--- src/rtl/ex_operand_issue.sv ---
// ---------------------------------------------------------------------------
// ex_operand_issue
//
// ID/EX pipeline register plus the operand bypass network that feeds the ALU.
// Decoded operands captured from ID are held in the EX stage register. Each
// cycle they are patched with the freshest values from the EX/MEM and MEM/WB
// bypass paths and presented to the ALU as lvalue/rvalue/alu_op. A load
// sitting in EX whose destination is needed by the instruction in ID raises
// id_stall_req. ID/IF must then hold, and a bubble is inserted into EX.
//
// Ports
//   clk, rst_n            rising-edge clock, asynchronous active-low reset
//   id_*                  decoded instruction fields from the ID stage
//   ex_hold               downstream stall, EX register keeps its contents
//   ex_flush              branch flush, EX register loads a bubble
//   mem_fwd_*             EX/MEM bypass (write enable, index, ALU result)
//   wb_fwd_*              MEM/WB bypass (write enable, index, write data)
//   alu_lvalue/rvalue/op  operands and opcode driven to the ALU
//   ex_valid, ex_rd_idx,
//   ex_reg_write          EX-stage bookkeeping for the later stages
//   ex_store_data         forwarded rt value for stores
//   id_stall_req          load-use hazard detected, ID/IF must hold
// ---------------------------------------------------------------------------
module ex_operand_issue #(
  parameter int              WIDTH  = 32,
  parameter int              OP_W   = 4,
  parameter int              IDX_W  = 5,
  parameter logic [OP_W-1:0] NOP_OP = 4'h0
) (
  input  logic             clk,
  input  logic             rst_n,

  input  logic             id_valid,
  input  logic [WIDTH-1:0] id_rs_data,
  input  logic [WIDTH-1:0] id_rt_data,
  input  logic [WIDTH-1:0] id_imm,
  input  logic [IDX_W-1:0] id_rs_idx,
  input  logic [IDX_W-1:0] id_rt_idx,
  input  logic [IDX_W-1:0] id_rd_idx,
  input  logic [OP_W-1:0]  id_alu_op,
  input  logic             id_alu_src,
  input  logic             id_reg_write,
  input  logic             id_mem_read,

  input  logic             ex_hold,
  input  logic             ex_flush,

  input  logic             mem_fwd_we,
  input  logic [IDX_W-1:0] mem_fwd_idx,
  input  logic [WIDTH-1:0] mem_fwd_data,
  input  logic             wb_fwd_we,
  input  logic [IDX_W-1:0] wb_fwd_idx,
  input  logic [WIDTH-1:0] wb_fwd_data,

  output logic [WIDTH-1:0] alu_lvalue,
  output logic [WIDTH-1:0] alu_rvalue,
  output logic [OP_W-1:0]  alu_op,
  output logic             ex_valid,
  output logic [IDX_W-1:0] ex_rd_idx,
  output logic             ex_reg_write,
  output logic [WIDTH-1:0] ex_store_data,
  output logic             id_stall_req
);

  // EX stage register contents
  logic             valid_q;
  logic [WIDTH-1:0] rs_data_q;
  logic [WIDTH-1:0] rt_data_q;
  logic [WIDTH-1:0] imm_q;
  logic [IDX_W-1:0] rs_idx_q;
  logic [IDX_W-1:0] rt_idx_q;
  logic [IDX_W-1:0] rd_idx_q;
  logic [OP_W-1:0]  alu_op_q;
  logic             alu_src_q;
  logic             reg_write_q;
  logic             mem_read_q;

  // Stage register control and forwarded operands
  logic             load_bubble;
  logic             load_id;
  logic             load_use_hit;
  logic [WIDTH-1:0] rs_fwd;
  logic [WIDTH-1:0] rt_fwd;

  // Load-use hazard: the load in EX produces its data too late for the
  // instruction in ID. rt only matters when ID actually reads it (alu_src=0).
  // r0 is never a real dependency.
  always_comb begin
    load_use_hit = 1'b0;
    if (valid_q && mem_read_q && (rd_idx_q != '0) && id_valid) begin
      load_use_hit = (rd_idx_q == id_rs_idx) ||
                     ((rd_idx_q == id_rt_idx) && !id_alu_src);
    end
  end

  assign id_stall_req = load_use_hit;

  // Update priority: flush beats hold, and hold beats the stall bubble.
  // During a hold with a pending hazard the register keeps the load while
  // id_stall_req stays high, so ID also waits.
  always_comb begin
    load_bubble = ex_flush || (!ex_hold && id_stall_req);
    load_id     = !ex_hold;
  end

  // EX stage register. A bubble clears every field so that nothing stale
  // can be forwarded or written back from an empty slot.
  always_ff @(posedge clk or negedge rst_n) begin
    if (!rst_n) begin
      valid_q     <= 1'b0;
      rs_data_q   <= '0;
      rt_data_q   <= '0;
      imm_q       <= '0;
      rs_idx_q    <= '0;
      rt_idx_q    <= '0;
      rd_idx_q    <= '0;
      alu_op_q    <= NOP_OP;
      alu_src_q   <= 1'b0;
      reg_write_q <= 1'b0;
      mem_read_q  <= 1'b0;
    end else if (load_bubble) begin
      valid_q     <= 1'b0;
      rs_data_q   <= '0;
      rt_data_q   <= '0;
      imm_q       <= '0;
      rs_idx_q    <= '0;
      rt_idx_q    <= '0;
      rd_idx_q    <= '0;
      alu_op_q    <= NOP_OP;
      alu_src_q   <= 1'b0;
      reg_write_q <= 1'b0;
      mem_read_q  <= 1'b0;
    end else if (load_id) begin
      valid_q     <= id_valid;
      rs_data_q   <= id_rs_data;
      rt_data_q   <= id_rt_data;
      imm_q       <= id_imm;
      rs_idx_q    <= id_rs_idx;
      rt_idx_q    <= id_rt_idx;
      rd_idx_q    <= id_rd_idx;
      alu_op_q    <= id_alu_op;
      alu_src_q   <= id_alu_src;
      reg_write_q <= id_reg_write;
      mem_read_q  <= id_mem_read;
    end
  end

  // rs bypass: the younger EX/MEM result wins over MEM/WB. Index 0 is
  // hardwired zero and is never overridden by a bypass.
  always_comb begin
    rs_fwd = rs_data_q;
    if (rs_idx_q != '0) begin
      if (mem_fwd_we && (mem_fwd_idx == rs_idx_q)) begin
        rs_fwd = mem_fwd_data;
      end else if (wb_fwd_we && (wb_fwd_idx == rs_idx_q)) begin
        rs_fwd = wb_fwd_data;
      end
    end
  end

  // rt bypass, same rules as rs. Stores consume this value even when the
  // ALU takes the immediate instead.
  always_comb begin
    rt_fwd = rt_data_q;
    if (rt_idx_q != '0) begin
      if (mem_fwd_we && (mem_fwd_idx == rt_idx_q)) begin
        rt_fwd = mem_fwd_data;
      end else if (wb_fwd_we && (wb_fwd_idx == rt_idx_q)) begin
        rt_fwd = wb_fwd_data;
      end
    end
  end

  // ALU drive. Bubbles present zero operands and the NOP opcode, so the
  // bypass network never leaks values into an empty slot.
  always_comb begin
    alu_lvalue = '0;
    alu_rvalue = '0;
    alu_op     = NOP_OP;
    if (valid_q) begin
      alu_lvalue = rs_fwd;
      alu_rvalue = alu_src_q ? imm_q : rt_fwd;
      alu_op     = alu_op_q;
    end
  end

  assign ex_valid      = valid_q;
  assign ex_rd_idx     = rd_idx_q;
  assign ex_reg_write  = valid_q && reg_write_q;
  assign ex_store_data = rt_fwd;

endmodule

--- config.mk ---
export PLATFORM = sky130hd
export DESIGN_NAME = ex_operand_issue
export DESIGN_NICKNAME = d
export VERILOG_FILES = /design/src/rtl/ex_operand_issue.sv
export SDC_FILE = /design/constraint.sdc
export NUM_CORES = 1
export LEC_CHECK = 0
export CORE_MARGIN = 1
export CORE_UTILIZATION = 38
export CTS_CLUSTER_DIAMETER = 40
export DETAILED_ROUTE_END_ITERATION = 7
export PLACE_DENSITY = 0.81
export SLEW_MARGIN = 25
export SYNTH_ARGS = -nofsm -noshare
export SYNTH_HDL_FRONTEND = slang
export SYNTH_SLANG_ARGS = --single-unit
--- constraint.sdc ---
create_clock -name clk -period 5.6 [get_ports clk]
set_input_delay 0.56 -clock clk [delete_from_list [all_inputs] [get_ports clk]]
set_output_delay 0.56 -clock clk [all_outputs]
set_load 0.01 [all_outputs]
==> results.json, run 1 <==
{
  "status": "complete, no violations",
  "synthCells": 666,
  "synth_top_family_by_area": "compound AO/OA/AOI/OAI gates",
  "antenna_found_initial": 5,
  "fin_nets": 1126,
  "dieWidth_um": 138,
  "finalCriticalPeriod_ns": 4.23,
  "fmaxAchievable_ghz": 0.237,
  "tritoncts": "done",
  "gp_congestion": 0.894,
  "holdCritPathClass": "primary input to async pin",
  "layout-drive-gt1-share_pct": 12.2,
  "htreeDepth": 4,
  "clk_pin_slew_ns": 0.05,
  "synth_adder_area_share_pct": 0,
  "synth_edf_count": 0,
  "cts_setup_buffers": 0,
  "grt_overflow_total": 0,
  "worstSetupPathType": "primary input to output port",
  "ant_nets": 0,
  "critPathTopFamily": "buffers and inverters",
  "fin_crit_sh_pct": 75.5,
  "yosysWarnings": 0,
  "cp_cell_sequence": "clkdlybuf4s50_1 > xnor2_1 > nand4_1 > or2_2 > a21oi_4 > buf_8 > o221a_2 > clkdlybuf4s50_1",
  "portBuffers": 306,
  "syn_to_final_growth_pct": 53.1,
  "clock-sinks": 119,
  "post-place-cells": 1134,
  "ff2ff_path_depth": 6,
  "die_y_um": 138,
  "ctsResizeCount": 0,
  "synth-compound-area-share_pct": 36.1,
  "clock_latency_ns": 0.42,
  "final-hold-violation-count": 0,
  "num_io_pins": 307,
  "coreArea_um2": 18000,
  "start_util_pct": 38.9,
  "drv_cap": 0,
  "start_kind": "primary input",
  "crit_required_ns": 5.04,
  "p_leak_nw": 4.60,
  "hpwl_mm": 18.2,
  "grt_max_degree": 106,
  "ys_async_sr_fraction_pct": 100,
  "avgSynthCellArea_um2": 10.5,
  "final_common_cell": "clkdlybuf4s50_1",
  "rsz0062_at_grt": "no",
  "synth-simple-area-share_pct": 11.7,
  "drt-wirelength-per-cell_um": 23.1,
  "cts_buffers": 17,
  "cp_slowest_cell": "or2_2",
  "ctsHoldBuffers": 0,
  "final_cells": 1171,
  "synth_area_um2": 6980,
  "post-route-drc-count": 0,
  "num_vias": 6972,
  "setup_tns_ns": 0,
  "setup_viol": 0,
  "cp_common_cell": "clkdlybuf4s50_1",
  "endpoint_kind": "output port",
  "ys_types": 37,
  "viasPerCell": 5.95,
  "drtIter0Drc": 497,
  "cts_buffer_depth": 2,
  "gr-usage-all-layers_pct": 28.7,
  "slew_headroom_pct": 32.5,
  "layout_common_cells": "clkdlybuf4s50_1, a22o_1, dfrtp_1",
  "detail_route.first_pass.iterations": 5,
  "fin_util_pct": 59.5,
  "syn-num-nets": 865,
  "rows": 49,
  "ys_ff_latch": 119,
  "grt_pass1_wl_mm": 39.7,
  "slew_viol_final": 0,
  "synth-main-ff-cell": "dfrtp_1",
  "synth-seq-area-share_pct": 42.7,
  "cp.depth": 8,
  "grt_pass1_vias": 6839,
  "pwr_density_cell_nw_per_um2": 238,
  "worstPathArrival_ns": 3.67,
  "nFillCells": 1530,
  "synth-xor-area-share_pct": 3.76,
  "critPathBufInv": 3,
  "routed_wl_mm": 27.0,
  "cts_root_buffer": "clkbuf_16",
  "die_area_um2": 18900,
  "skew_ns": 0.0117,
  "max_stage_delay_ns": 0.66,
  "tightest_slew_ns": 1.01,
  "irDropWorstVdd_mv": 0.200,
  "cp_max_fo": 33,
  "muxShareOfSynthArea_pct": 0
}
power breakdown:
group | leakage (nW) | internal [mW] | switching (mW)
sequential | 1.58 | 0.908 | 0.0415
clock | 0.271 | 0.649 | 0.414
combinational | 2.74 | 0.288 | 0.244
metal layers:
| layer | GRT usage (%) | wire length, um | share of wire (%) | up-vias |
|---|---|---|---|---|
| li1 | - | - | - | 3110 |
| met4 | 12.6 | 817 | 3.0 | 2 |
| met2 | 45.3 | 13000 | 48 | 346 |
| met5 | 0 | 9 | 0.033 | - |
| met1 | 36.5 | 10900 | 40 | 3459 |
| met3 | 7.84 | 2300 | 8.5 | 55 |
Yosys cell counts, drive strengths merged (3+ instances only):
cell / n / area, um2
a22o: 119 / 1040
dfrtp: 119 / 2980
nand2: 69 / 259
buf: 42 / 284
or2: 34 / 213
a21boi: 32 / 240
clkbuf: 32 / 120
nand2b: 32 / 200
o221a: 32 / 360
o22a: 32 / 280
o22ai: 32 / 200
o311a: 32 / 320
xnor2: 23 / 201
and2: 7 / 43.8
xor2: 7 / 61.3
nor2: 4 / 17.5
nand4: 3 / 18.8
kinds of logic (layout without fill, tap and decap cells):
group	after synthesis	after routing
AOI/OAI and AO/OA	286	286
and+or+nand+nor	157	157
DFF	119	119
buffers and inverters	74	347
xor gates and xnor gates	30	30
other	0	3
final timing paths:
path / start / end / slack (ns)
setup / recovery: mem_fwd_idx[2] / alu_lvalue[13] / 1.37
hold / removal: rst_n / ex_rd_idx[1] / 0.03
setup reg to reg: ex_rd_idx[0] / rt_data_q[30] / 3.22
hold reg to reg: imm_q[2] / imm_q[2] / 0.50
max in group asynchronous: rst_n / rs_data_q[14] / 4.28
min in group clk: imm_q[2] / imm_q[2] / 0.50
flip-flops by register name (all words and copies together), names as in the netlist:
register and flops:
rt_data_q 32, rs_idx_q 5, mem_read_q 1, ex_valid 1, alu_src_q 1, alu_op_q 4
imm_q 32, rs_data_q 32, reg_write_q 1, rt_idx_q 5, ex_rd_idx 5
area by class of cell:
cell class / instances / area [um2] / area share [%]
multi-input combinational: 473 / 3640 / 34.1
tap: 229 / 287 / 2.68
antenna: 3 / 7.51 / 0.0702
clock inverter: 13 / 134 / 1.25
clock buffer: 18 / 429 / 4.02
timing repair buffer: 316 / 3210 / 30.0
sequential: 119 / 2980 / 27.9
metrics by stage:
step | instance area [um2] | setup slack, ns | hold slack (ns) | total power, mW
2_1_floorplan | 6980 | 3.24 | 0.264 | 1.20
3_3_place_gp | 10000 | 1.22 | 0.479 | 1.48
3_5_place_dp | 10000 | 1.18 | 0.482 | 1.49
4_1_cts | 10600 | 1.18 | 0.305 | 2.56
5_1_grt | 10700 | 1.25 | 0.0340 | 2.65
6_report | 10700 | 1.37 | 0.0272 | 2.55
Note: power is estimated with default switching activity, not from simulation.
==> run 2, diff against run 1 <==
==> constraint.sdc (replaced) <==
create_clock -name clk -period 4.4 [get_ports clk]
set_input_delay 0.44 -clock clk [delete_from_list [all_inputs] [get_ports clk]]
set_output_delay 0.44 -clock clk [all_outputs]
set_load 0.01 [all_outputs]
==> results.json, run 2 (synthesized netlist as in run 1, its figures left out) <==
{
  "skew_ns": 0.0146,
  "p_sw_uw": 885,
  "die_y_um": 138,
  "slew_headroom_pct": 31.9,
  "finalPower_mw": 3.29,
  "final_cells": 1178,
  "detail_route.first_pass.iterations": 6,
  "fmaxAchievable_ghz": 0.271,
  "rows": 49,
  "largest_registers": "imm_q x32, rs_data_q x32, rt_data_q x32",
  "drt-wirelength-per-cell_um": 22.5,
  "ff2ff_path_depth": 5,
  "nFillCells": 1494,
  "coreArea_um2": 18000,
  "final-hold-violation-count": 0,
  "antenna_found_initial": 6,
  "grt_max_degree": 97,
  "fin_crit_sh_pct": 84.0,
  "internal_power_mw": 2.41,
  "num_io_pins": 307,
  "fin_nets": 1130,
  "start_kind": "primary input",
  "p_clk_share_pct": 42.7,
  "combPwrFrac_pct": 20.4,
  "routed_wl_mm": 26.5,
  "finalCriticalPeriod_ns": 3.69,
  "dieWidth_um": 138,
  "p_leak_nw": 4.60,
  "ctsResizeCount": 0,
  "ant_nets": 0,
  "setup_viol": 0,
  "syn_to_final_growth_pct": 53.4,
  "drtIter0Drc": 495,
  "endpoint_kind": "output port",
  "holdCritPathClass": "primary input to async pin",
  "portBuffers": 306,
  "rsz0062_at_grt": "no",
  "worstPathArrival_ns": 3.25,
  "num_vias": 6895,
  "ctsHoldBuffers": 0,
  "multi_input_area_um2": 3640,
  "tightest_slew_ns": 1.02,
  "gr-usage-all-layers_pct": 28.1,
  "irDropWorstVdd_mv": 0.261,
  "grt_overflow_total": 0,
  "swShare_pct": 26.9,
  "start_util_pct": 38.9,
  "slew_viol_final": 0,
  "status": "complete, no violations",
  "hpwl_mm": 18.5,
  "seq_power_share_pct": 36.9,
  "die_area_um2": 18900,
  "cts_root_buffer": "clkbuf_16",
  "grt_pass1_vias": 6814,
  "final_common_cell": "clkdlybuf4s50_1",
  "post-place-cells": 1141,
  "clock_latency_ns": 0.42,
  "grt_pass1_wl_mm": 39.3,
  "drv_cap": 0,
  "cp_max_fo": 16,
  "viasPerCell": 5.85,
  "tritoncts": "done",
  "seq_area_um2": 2980,
  "clk_pin_slew_ns": 0.05,
  "fin_util_pct": 59.6,
  "htreeDepth": 4,
  "clock-sinks": 119,
  "layout-drive-gt1-share_pct": 12.6,
  "setup_tns_ns": 0,
  "layout_common_cells": "clkdlybuf4s50_1, a22o_1, dfrtp_1",
  "gp_congestion": 0.949,
  "post-route-drc-count": 0,
  "crit_required_ns": 3.96,
  "rrSetupSlack_ns": 2.01,
  "worstSetupPathType": "primary input to output port",
  "cts_setup_buffers": 0,
  "cts_buffer_depth": 2,
  "cts_buffers": 17,
  "pwr_density_cell_nw_per_um2": 307
}
-- run 2: layout make-up --
| cell class | instances | area share (%) |
|---|---|---|
| antenna | 5 | 0.117 |
| clock buffer | 19 | 4.04 |
| clock inverter | 13 | 1.46 |
| multi-input combinational | 473 | 34.0 |
| sequential | 119 | 27.8 |
| tap | 229 | 2.67 |
| timing repair buffer | 320 | 29.9 |
-- run 2: per-stage QoR --
step / setup WS [ns] / hold slack (ns) / area (um2)
6_report: 0.705 / 0.123 / 10700
5_1_grt: 0.599 / 0.169 / 10700
4_1_cts: 0.718 / 0.142 / 10700
3_5_place_dp: 0.725 / 0.482 / 10100
3_3_place_gp: 0.741 / 0.478 / 10100
2_1_floorplan: 2.28 / 0.144 / 6980
-- run 2: power groups by stage --
stage | logic [mW] | clock network (mW) | registers [mW]
after floorplan | 0.317 | 0 | 1.20
after global placement | 0.666 | 0 | 1.23
after detailed placement | 0.668 | 0 | 1.23
after CTS | 0.671 | 1.43 | 1.21
after global routing | 0.720 | 1.49 | 1.22
final | 0.670 | 1.41 | 1.22
-- run 2: path summary, 6_finish.rpt --
| check | start | endpoint |
|---|---|---|
| worst max-delay path | mem_fwd_idx[0] | alu_rvalue[15] |
| worst min-delay path | rst_n | ex_rd_idx[1] |
| worst max register to register | ex_valid | imm_q[11] |
| worst min register to register | imm_q[12] | imm_q[12] |
| max in group asynchronous | rst_n | ex_valid |
| min in group clk | imm_q[12] | imm_q[12] |
-- run 2: critical path, stage by stage --
cell and delay, ns:
clkdlybuf4s50_1 0.52, xnor2_1 0.13, nand4_1 0.26, o211ai_4 0.67, buf_4 0.29, o22ai_1 0.11
o311a_1 0.34, clkdlybuf4s50_1 0.48
-- run 2: layer usage --
layer | vias to the layer above | track usage (%) | part of all wire [%]
met2 | 356 | 41.9 | 45
met3 | 52 | 9.31 | 9.1
met5 | - | 0 | 0.053
met4 | 2 | 11.8 | 3.2
li1 | 3118 | - | -
met1 | 3367 | 37.2 | 43
==> run 3, diff against run 2 <==
--- a/config.mk
+++ b/config.mk
@@ -9,7 +9,7 @@
 export CORE_UTILIZATION = 38
 export CTS_CLUSTER_DIAMETER = 40
 export DETAILED_ROUTE_END_ITERATION = 7
-export PLACE_DENSITY = 0.81
+export PLACE_DENSITY = 0.84
 export SLEW_MARGIN = 25
 export SYNTH_ARGS = -nofsm -noshare
 export SYNTH_HDL_FRONTEND = slang
==> constraint.sdc (replaced) <==
create_clock -name clk -period 3.3 [get_ports clk]
set_input_delay 0.33 -clock clk [delete_from_list [all_inputs] [get_ports clk]]
set_output_delay 0.33 -clock clk [all_outputs]
set_load 0.01 [all_outputs]
==> results.json, run 3 (synthesized netlist as in run 1, its figures left out) <==
{
  "cts_root_buffer": "clkbuf_16",
  "antenna_found_initial": 6,
  "detail_route.first_pass.iterations": 5,
  "fin_nets": 1141,
  "grt_pass1_wl_mm": 38.3,
  "cts_buffer_depth": 2,
  "setup_tns_ns": 0,
  "die_y_um": 138,
  "start_kind": "register",
  "grt_max_degree": 100,
  "finalCriticalPeriod_ns": 3.23,
  "hpwl_mm": 18.7,
  "portBuffers": 306,
  "rows": 49,
  "worstSetupPathType": "register to output port",
  "start_util_pct": 38.9,
  "hold_slack_ns": 0.493,
  "pwr_density_cell_nw_per_um2": 413,
  "slew_viol_final": 0,
  "num_io_pins": 307,
  "tightest_slew_ns": 1.04,
  "crit_required_ns": 2.97,
  "fin_crit_sh_pct": 97.9,
  "ant_nets": 0,
  "worstPathArrival_ns": 2.90,
  "slew_headroom_pct": 30.7,
  "p_leak_nw": 4.89,
  "drtIter0Drc": 489,
  "cts_buffers": 17,
  "syn_to_final_growth_pct": 57.8,
  "clock_latency_ns": 0.41,
  "cp_slowest_cell": "clkdlybuf4s50_1",
  "irDropWorstVdd_mv": 0.345,
  "skew_ns": 0.00887,
  "status": "complete, no violations",
  "seq_power_share_pct": 35.3,
  "largest_registers": "imm_q x32, rs_data_q x32, rt_data_q x32",
  "htreeDepth": 4,
  "clk_pin_slew_ns": 0.06,
  "routed_wl_mm": 26.8,
  "endpoint_kind": "output port",
  "clock-sinks": 119,
  "p_sw_mw": 1.18,
  "p_clk_share_pct": 44.2,
  "post-route-drc-count": 0,
  "viasPerCell": 5.83,
  "internal_power_mw": 3.37,
  "tritoncts": "done",
  "cp_cell_sequence": "xnor2_1 > nand4_1 > buf_4 > o211ai_4 > buf_12 > buf_4 > o22ai_1 > o311a_1 > clkdlybuf4s50_1",
  "drv_cap": 0,
  "combPwrFrac_pct": 20.5,
  "setup_viol": 0,
  "coreArea_um2": 18000,
  "grt_pass1_vias": 6756,
  "drt-wirelength-per-cell_um": 22.6,
  "grt_overflow_total": 0,
  "cp_common_cell": "buf_4",
  "gp_congestion": 0.909,
  "holdCritPathClass": "register to register",
  "layout_common_cells": "clkdlybuf4s50_1, a22o_1, dfrtp_1",
  "cp_max_fo": 9,
  "layout-drive-gt1-share_pct": 14.8,
  "fmaxAchievable_ghz": 0.309,
  "final-hold-violation-count": 0,
  "final_common_cell": "clkdlybuf4s50_1",
  "rsz0062_at_grt": "yes",
  "fin_util_pct": 61.3,
  "swShare_pct": 25.9,
  "gr-usage-all-layers_pct": 27.4,
  "dieWidth_um": 138,
  "max_stage_delay_ns": 0.48,
  "num_vias": 6927,
  "die_area_um2": 18900
}
## run 3: timing repair
item,in CTS,in global routing
hold endpoints to repair,51,0
buffers inserted,2,2
endpoints found under the setup margin,56,56
hold buffers,1,0
pin swaps,1,3
gates resized for setup,1,20
cloned,0,0
## run 3: final cells by class
cell class	count	area, um2
antenna	4	10.0
multi-input combinational	473	3720
fill	1503	6940
sequential	119	2980
clock inverter	11	171
clock buffer	21	470
tap	229	287
timing repair buffer	331	3390
## run 3: layer usage
metal	vias to the layer above	share of wire [%]	global-route usage, %
met5	-	0.045	0
met4	2	3.3	12.7
met3	48	8.3	7.06
met2	312	47	42.4
met1	3426	41	35.6
li1	3139	-	-
## run 3: worst max-delay path: cells and delay by family, from the launching register on
kind | cells | cell delay (ns)
AO/OA/AOI/OAI | 3 | 0.62
XOR/XNOR | 1 | 0.21
buffers and inverters | 4 | 1.04
flip-flops | 1 | 0.44
AND/OR/NAND/NOR | 1 | 0.18
## run 3: path summary, 6_finish.rpt
path,startpoint,endpoint,slack (ns),cells after the start
max in group asynchronous,rst_n,rs_data_q[11],1.97,3
min reg2reg,rt_data_q[31],rt_data_q[31],0.49,1
max,rt_idx_q[1],alu_rvalue[27],0.07,9
min,rt_data_q[31],rt_data_q[31],0.49,1
max reg2reg,ex_rd_idx[0],rt_data_q[3],0.63,5
min in group asynchronous,rst_n,rt_data_q[23],0.51,2
## run 3: per-stage QoR
| stage | std cells | setup slack [ns] | total power, mW | instance area, um2 |
|---|---|---|---|---|
| after global placement | 1147 | -0.0407 | 2.54 | 10200 |
| final | 1188 | 0.0689 | 4.55 | 11000 |
| after CTS | 1182 | -0.0196 | 4.57 | 10900 |
| after global routing | 1187 | -0.0466 | 4.72 | 11000 |
| after detailed placement | 1147 | -0.137 | 2.55 | 10200 |
| after floorplan | 666 | 1.30 | 2.03 | 6980 |
## run 3: power by group through the flow
| stage | logic [mW] | clock network, mW | registers (mW) |
|---|---|---|---|
| 2_1_floorplan | 0.423 | 0 | 1.61 |
| 3_3_place_gp | 0.906 | 0 | 1.63 |
| 3_5_place_dp | 0.915 | 0 | 1.63 |
| 4_1_cts | 0.922 | 2.05 | 1.61 |
| 5_1_grt | 0.996 | 2.10 | 1.62 |
| 6_report | 0.933 | 2.01 | 1.61 |
